[src/rtl/uart_rx_pkg.sv]
// Shared types and constants for the UART receive front end.
package uart_rx_pkg;

    typedef enum logic [2:0] {
        IDLE,
        START,
        DATA,
        STOP,
        WAIT_IDLE
    } rx_state_t;

    localparam int OVERSAMPLE = 16;

    // Clock cycles per oversample tick, truncated.
    function automatic int calc_div(input int clk_hz, input int baud);
        return clk_hz / (baud * OVERSAMPLE);
    endfunction

endpackage

[src/rtl/uart_rx_frontend_if.sv]
// Received-byte stream between the UART front end and the SoC UART core.
// RX_DATA is valid whenever RX_VALID=1; a byte moves on any rising edge with RX_VALID && RX_READY.
interface uart_rx_frontend_if #(
    parameter int FIFO_DEPTH = 16
);
    logic [7:0]                    RX_DATA;
    logic                          RX_VALID;
    logic                          RX_READY;
    logic [$clog2(FIFO_DEPTH):0]   RX_LEVEL;

    modport master (
        output RX_DATA,
        output RX_VALID,
        output RX_LEVEL,
        input  RX_READY
    );

    modport slave (
        input  RX_DATA,
        input  RX_VALID,
        input  RX_LEVEL,
        output RX_READY
    );
endinterface

[src/rtl/uart_rx_fifo.sv]
// Byte FIFO with first-word fall-through read; a push while full is accepted only if a pop frees a slot.
module uart_rx_fifo #(
    parameter  int DEPTH = 16,
    localparam int AW    = $clog2(DEPTH)
) (
    input  logic          clk,
    input  logic          rst_n,
    input  logic          push,
    input  logic [7:0]    push_data,
    input  logic          pop,
    output logic [7:0]    rd_data,
    output logic [AW:0]   level,
    output logic          full,
    output logic          empty
);

    logic [7:0]    mem [DEPTH];
    logic [AW-1:0] wr_ptr;
    logic [AW-1:0] rd_ptr;
    logic          do_push;
    logic          do_pop;

    assign empty   = (level == '0);
    assign full    = (level == (AW + 1)'(DEPTH));
    assign do_pop  = pop & ~empty;
    assign do_push = push & (~full | do_pop);
    // Head reads as zero when empty so the output is defined after reset.
    assign rd_data = empty ? 8'h00 : mem[rd_ptr];

    always_ff @(posedge clk) begin
        if (!rst_n) begin
            wr_ptr <= '0;
            rd_ptr <= '0;
            level  <= '0;
        end else begin
            if (do_push) wr_ptr <= wr_ptr + 1'b1;
            if (do_pop)  rd_ptr <= rd_ptr + 1'b1;
            case ({do_push, do_pop})
                2'b10:   level <= level + 1'b1;
                2'b01:   level <= level - 1'b1;
                default: level <= level;
            endcase
        end
    end

    always_ff @(posedge clk) begin
        if (do_push) mem[wr_ptr] <= push_data;
    end

endmodule

[src/rtl/uart_rx_frontend.sv]
// 8N1 UART receiver: pin synchronizer, 16x oversampling deserializer FSM and receive FIFO.
module uart_rx_frontend
    import uart_rx_pkg::*;
#(
    parameter int CLK_HZ     = 100_000_000,
    parameter int BAUD       = 115_200,
    parameter int FIFO_DEPTH = 16
) (
    input  logic                 CLK,
    input  logic                 RST_N,
    input  logic                 UART_RX,
    input  logic                 ERR_CLR,
    output logic                 RX_BUSY,
    output logic                 FRAME_ERR,
    output logic                 OVERRUN,
    output rx_state_t            dbg_state,
    uart_rx_frontend_if.master   rx
);

    localparam int DIV   = calc_div(CLK_HZ, BAUD);
    localparam int DIV_W = (DIV > 1) ? $clog2(DIV) : 1;

    logic [1:0]       sync_q;
    logic             rx_s;
    logic [DIV_W-1:0] div_cnt;
    logic             tick;
    rx_state_t        state_q;
    rx_state_t        state_d;
    logic [3:0]       samp_cnt;
    logic [2:0]       bit_cnt;
    logic [7:0]       shift_q;
    logic             samp_mid;
    logic             samp_end;
    logic             samp_clr;
    logic             shift_en;
    logic             push;
    logic             pop;
    logic             frame_err_set;
    logic             overrun_set;
    logic             fifo_full;
    logic             fifo_empty;

    // Idle-high preset keeps a reset release from looking like a start bit.
    always_ff @(posedge CLK) begin
        if (!RST_N) sync_q <= 2'b11;
        else        sync_q <= {sync_q[0], UART_RX};
    end
    assign rx_s = sync_q[1];

    assign tick = (div_cnt == DIV_W'(DIV - 1));
    always_ff @(posedge CLK) begin
        if (!RST_N || tick) div_cnt <= '0;
        else                div_cnt <= div_cnt + 1'b1;
    end

    assign samp_mid = tick && (samp_cnt == 4'(OVERSAMPLE / 2 - 1));
    assign samp_end = tick && (samp_cnt == 4'(OVERSAMPLE - 1));

    always_ff @(posedge CLK) begin
        if (!RST_N) state_q <= IDLE;
        else        state_q <= state_d;
    end

    always_comb begin
        state_d = state_q;
        case (state_q)
            IDLE:      if (tick && !rx_s) state_d = START;
            START:     if (samp_mid) state_d = rx_s ? IDLE : DATA;
            DATA:      if (samp_end && bit_cnt == 3'd7) state_d = STOP;
            STOP:      if (samp_end) state_d = rx_s ? IDLE : WAIT_IDLE;
            WAIT_IDLE: if (tick && rx_s) state_d = IDLE;
            default:   state_d = IDLE;
        endcase
    end

    always_comb begin
        samp_clr      = 1'b0;
        shift_en      = 1'b0;
        push          = 1'b0;
        frame_err_set = 1'b0;
        case (state_q)
            IDLE:    samp_clr = tick & ~rx_s;
            START:   samp_clr = samp_mid & ~rx_s;
            DATA:    shift_en = samp_end;
            STOP: begin
                push          = samp_end & rx_s;
                frame_err_set = samp_end & ~rx_s;
            end
            default: ;
        endcase
    end

    assign RX_BUSY   = (state_q != IDLE);
    assign dbg_state = state_q;

    // Bits enter at the MSB so the first (LSB) bit ends up in bit 0.
    always_ff @(posedge CLK) begin
        if (!RST_N) begin
            samp_cnt <= '0;
            bit_cnt  <= '0;
            shift_q  <= '0;
        end else if (tick) begin
            samp_cnt <= samp_clr ? 4'd0 : samp_cnt + 1'b1;
            if (samp_clr)      bit_cnt <= '0;
            else if (shift_en) bit_cnt <= bit_cnt + 1'b1;
            if (shift_en)      shift_q <= {rx_s, shift_q[7:1]};
        end
    end

    assign pop         = rx.RX_VALID & rx.RX_READY;
    assign overrun_set = push & fifo_full & ~pop;

    // A new error in the clearing cycle keeps the flag set.
    always_ff @(posedge CLK) begin
        if (!RST_N) begin
            FRAME_ERR <= 1'b0;
            OVERRUN   <= 1'b0;
        end else begin
            FRAME_ERR <= frame_err_set | (FRAME_ERR & ~ERR_CLR);
            OVERRUN   <= overrun_set | (OVERRUN & ~ERR_CLR);
        end
    end

    uart_rx_fifo #(
        .DEPTH (FIFO_DEPTH)
    ) u_fifo (
        .clk       (CLK),
        .rst_n     (RST_N),
        .push      (push),
        .push_data (shift_q),
        .pop       (pop),
        .rd_data   (rx.RX_DATA),
        .level     (rx.RX_LEVEL),
        .full      (fifo_full),
        .empty     (fifo_empty)
    );

    assign rx.RX_VALID = ~fifo_empty;

endmodule

[src/flat_wrapper.sv]
// flat-port wrapper written by rule: the top's interface ports become plain ports
module uart_rx_frontend_flat import uart_rx_pkg::*;
#(
    parameter int CLK_HZ     = 100_000_000,
    parameter int BAUD       = 115_200,
    parameter int FIFO_DEPTH = 16
)
  (CLK, RST_N, UART_RX, ERR_CLR, RX_BUSY, FRAME_ERR, OVERRUN, dbg_state, rx_RX_DATA, rx_RX_VALID, rx_RX_LEVEL, rx_RX_READY);
  uart_rx_frontend_if #(.FIFO_DEPTH(FIFO_DEPTH)) rx_i ();
  input  logic CLK;
  input  logic RST_N;
  input  logic UART_RX;
  input  logic ERR_CLR;
  output logic RX_BUSY;
  output logic FRAME_ERR;
  output logic OVERRUN;
  output rx_state_t dbg_state;
  output wire logic [$bits(rx_i.RX_DATA)-1:0] rx_RX_DATA;
  output wire logic [$bits(rx_i.RX_VALID)-1:0] rx_RX_VALID;
  output wire logic [$bits(rx_i.RX_LEVEL)-1:0] rx_RX_LEVEL;
  input wire logic [$bits(rx_i.RX_READY)-1:0] rx_RX_READY;
  assign rx_RX_DATA = rx_i.RX_DATA;
  assign rx_RX_VALID = rx_i.RX_VALID;
  assign rx_RX_LEVEL = rx_i.RX_LEVEL;
  assign rx_i.RX_READY = rx_RX_READY;
  uart_rx_frontend #(.CLK_HZ(CLK_HZ), .BAUD(BAUD), .FIFO_DEPTH(FIFO_DEPTH)) u_core (.CLK(CLK), .RST_N(RST_N), .UART_RX(UART_RX), .ERR_CLR(ERR_CLR), .RX_BUSY(RX_BUSY), .FRAME_ERR(FRAME_ERR), .OVERRUN(OVERRUN), .dbg_state(dbg_state), .rx(rx_i));
endmodule
[config.mk]
export PLATFORM = sky130hd
export DESIGN_NAME = uart_rx_frontend_flat
export DESIGN_NICKNAME = d
export VERILOG_FILES = /design/src/rtl/uart_rx_pkg.sv /design/src/rtl/uart_rx_frontend_if.sv /design/src/rtl/uart_rx_fifo.sv /design/src/rtl/uart_rx_frontend.sv /design/src/flat_wrapper.sv
export SDC_FILE = /design/constraint.sdc
export NUM_CORES = 1
export LEC_CHECK = 0
export CAP_MARGIN = 10
export CORE_MARGIN = 4
export CORE_UTILIZATION = 46
export CTS_BUF_LIST = sky130_fd_sc_hd__clkbuf_8
export CTS_CLUSTER_SIZE = 40
export DETAILED_ROUTE_END_ITERATION = 6
export HOLD_SLACK_MARGIN = 0.03
export PLACE_DENSITY_LB_ADDON = 0.2
export SETUP_SLACK_MARGIN = 0.15
export SLEW_MARGIN = 20
export SYNTH_ARGS = -nofsm -noshare
export SYNTH_HDL_FRONTEND = slang
export SYNTH_SLANG_ARGS = --single-unit
[constraint.sdc]
create_clock -name CLK -period 4.6 [get_ports CLK]
set_input_delay 0.69 -clock CLK [delete_from_list [all_inputs] [get_ports CLK]]
set_output_delay 0.69 -clock CLK [all_outputs]
set_load 0.005 [all_outputs]
==> metrics <==
status=complete, no violations; Buf+Inv Stages, Crit Path=2; CP dominant cell by count=mux4_2; pwr/cell area=341 mW/mm2; Mean Syn Cell Area=15.4 um2; worst vdd ir=0.146 mV; Yosys top cell by area=edfxtp_1; Hold Crit Start=u_core.sync_q[0]; syn nets=475; Pleak=2.51 nW; Slew headroom=28.6%; max-cap violation count=0; worst min path class=flip-flop to flip-flop; worst-margin pin slew=1.07 ns; mux contribution to synthesized area=13.3%; total track usage=17.3%; Layout Area Growth over Synthesis=11.6%; TritonCTS buffer count=17; initial core utilization=46.7%; multi-input logic area=0.00221 mm2; Worst path top cell family by delay=multiplexers; top_reg_cell synth=edfxtp_1; Post-Synth XOR/XNOR Area=1.49%; Final Max Slew Viols=0; final hold vios=0; Die W=132 um; clk buf depth=2; share of cells above drive strength 1=19.0%; CP startpoint kind=flip-flop; routed vias=3893; final net count=500; fin crit period=3.84 ns; CTS Sinks=173; CTS tree=built; CP max stage cell=dfxtp_2; Synth Area in Adders=2.12%; final setup fails=0; Post-synth EDFFs=128; final setup TNS=0 ns; fraction of registers with async set/reset=0%; CTS hold repair buffers=0; drt pass-1 iters=6; GRT overflow=0; worst-path fanout max=17; Post-CTS Setup Inserts=0; antenna-violating nets left=0; Die Y-Extent=132 um; fillcell total=1257; vias per std cell=5.69; slowest stage delay, CP=0.76 ns; Worst Clk Skew=0.00849 ns; first-pass GRT wire length=22.8 mm; CP cell instances=buf_12 -> mux4_2 -> mux4_2 -> nor2b_1 -> clkdlybuf4s50_1; vias in the first global route=4011; sequential share of the synthesized area=67.1%; synthesized area=0.00707 mm2; fmax=0.260 GHz; GP Congestion=0.801; HPWL Detailed=9.37 mm; Worst setup EP type=output pin; Core Rows=45; clock root buffer=clkbuf_8; DRT iter0 DRCs=333; full die area=0.0174 mm2; Area contributors post-synth=edfxtp_1, dfxtp_1, mux4_2; Synth Register Bits=173; crit path DAT=3.15 ns; YS warnings=0; fin crit share=83.5%; PortBufs=24; initial antenna violation count=0; largest net degree at the start of global routing=33; diode count=0; final wirelength=14.0 mm; Clock Latency Late Sink=0.45 ns; Synth cell types=52; FF+latch area=0.00475 mm2; Yosys top cell area share=54.3%; H-tree depth=4; io pins=25; Synth Instances=458; core region area=0.0151 mm2; CP required=3.91 ns; largest family of logic cells by synthesized area=multiplexers; wire length per cell=20.5 um; Synth Area in Compound Gates=4.12%; simple-gate portion of the synthesized area=9.96%; RSZ-0062 raised after global routing=no; crit path kind=flip-flop to output pin; # DRC=0; worst r2r src=u_core.div_cnt[3]; final hold slack=0.414 ns; post-CTS resize count=0; Reg clk slew, reported paths=0.09 ns
==> logic make-up after synthesis <==
logic type / Yosys count
and+or+nand+nor: 140
DFF: 173
buffers and inverters: 32
adders and majority gates: 12
AOI/OAI and AO/OA: 45
xor gates and xnor gates: 12
muxes: 44
==> cell type report <==
cell class / count / share of cell area, %
Multi-Input combinational cell: 253 / 28.0
Inverter: 12 / 0.571
Clock buffer: 20 / 3.49
Timing Repair Buffer: 26 / 3.39
Sequential cell: 173 / 60.1
Clock inverter: 12 / 1.41
Tap cell: 188 / 2.98
==> path summary, 6_finish.rpt <==
path	end	slack, ns	cells past startpoint
setup / recovery	rx_RX_DATA[5]	0.76	5
hold / removal	u_core.sync_q[1]	0.41	1
setup reg to reg	u_core.u_fifo.level[4]	1.71	9
hold reg to reg	u_core.sync_q[1]	0.41	1
==> report_power, final <==
part | leakage (nW) | internal (mW) | switching [mW]
registers | 1.55 | 1.65 | 0.00296
clock network | 0.196 | 0.474 | 0.542
logic | 0.761 | 0.00710 | 0.0118
==> registers in the layout (all words and copies together), names as in the netlist, named ones only <==
register	cells
u_core.bit_cnt	3
u_core.div_cnt	6
u_core.sync_q	2
u_core.u_fifo.wr_ptr	4
u_core.dbg_state	3
u_core.u_fifo.mem	128
u_core.u_fifo.level	5
u_core.OVERRUN	1
u_core.samp_cnt	4
u_core.u_fifo.rd_ptr	4
u_core.FRAME_ERR	1
u_core.shift_q	8
==> metrics by stage <==
step / power (mW) / utilization (%) / area [um2] / instances / setup WS [ns]
floorplan: 1.70 / - / 7070 / 458 / 1.99
global placement: 1.71 / 49.6 / 7510 / 652 / 1.20
CTS: 2.72 / 52.1 / 7890 / 684 / 0.647
global route: 2.78 / 52.1 / 7890 / 684 / 0.546
detailed placement: 1.71 / 49.6 / 7510 / 652 / 1.17
finish: 2.69 / 52.1 / 7890 / 684 / 0.757
==> routing by layer <==
metal	GRT usage, %	vias up	wire [um]
met3	3.85	14	649
li1	-	1789	-
met1	23.7	1977	6330
met4	4.90	0	162
met5	0	-	0
met2	28.1	113	6890
==> cell usage after synthesis (11+ instances only) <==
| master | count |
|---|---|
| nand3_1 | 14 |
| ha_1 | 12 |
| nor2_1 | 38 |
| dfxtp_1 | 45 |
| nand2_1 | 36 |
| clkbuf_1 | 13 |
| mux4_2 | 40 |
| nor2b_1 | 11 |
| inv_1 | 11 |
| edfxtp_1 | 128 |
| a21oi_1 | 21 |
==> layout by cell type (no fill, tap or decap), types with 2 or more instances in the layout <==
| cell type | n |
|---|---|
| inv_4 | 2 |
| mux4_2 | 40 |
| edfxtp_1 | 128 |
| clkinv_4 | 4 |
| ha_1 | 12 |
| clkinv_2 | 2 |
| clkdlybuf4s50_1 | 24 |
| o21ai_0 | 8 |
| nand2b_1 | 6 |
| inv_1 | 11 |
| a31oi_1 | 2 |
| nand2_1 | 36 |
| nand4b_1 | 2 |
| nor3_1 | 4 |
| nand3_1 | 14 |
| xnor2_1 | 7 |
| nand4_1 | 2 |
| nor4_2 | 2 |
| mux2i_1 | 4 |
| xor2_1 | 5 |
| dfxtp_1 | 44 |
| clkinvlp_4 | 2 |
| nor2_1 | 38 |
| nor3_2 | 4 |
| or3_1 | 5 |
| clkbuf_8 | 20 |
| a21oi_1 | 21 |
| nor4_1 | 3 |
| o21a_1 | 2 |
| nand2_2 | 3 |
| nor2b_1 | 11 |
No activity file was read; power rests on OpenSTA's default activity.
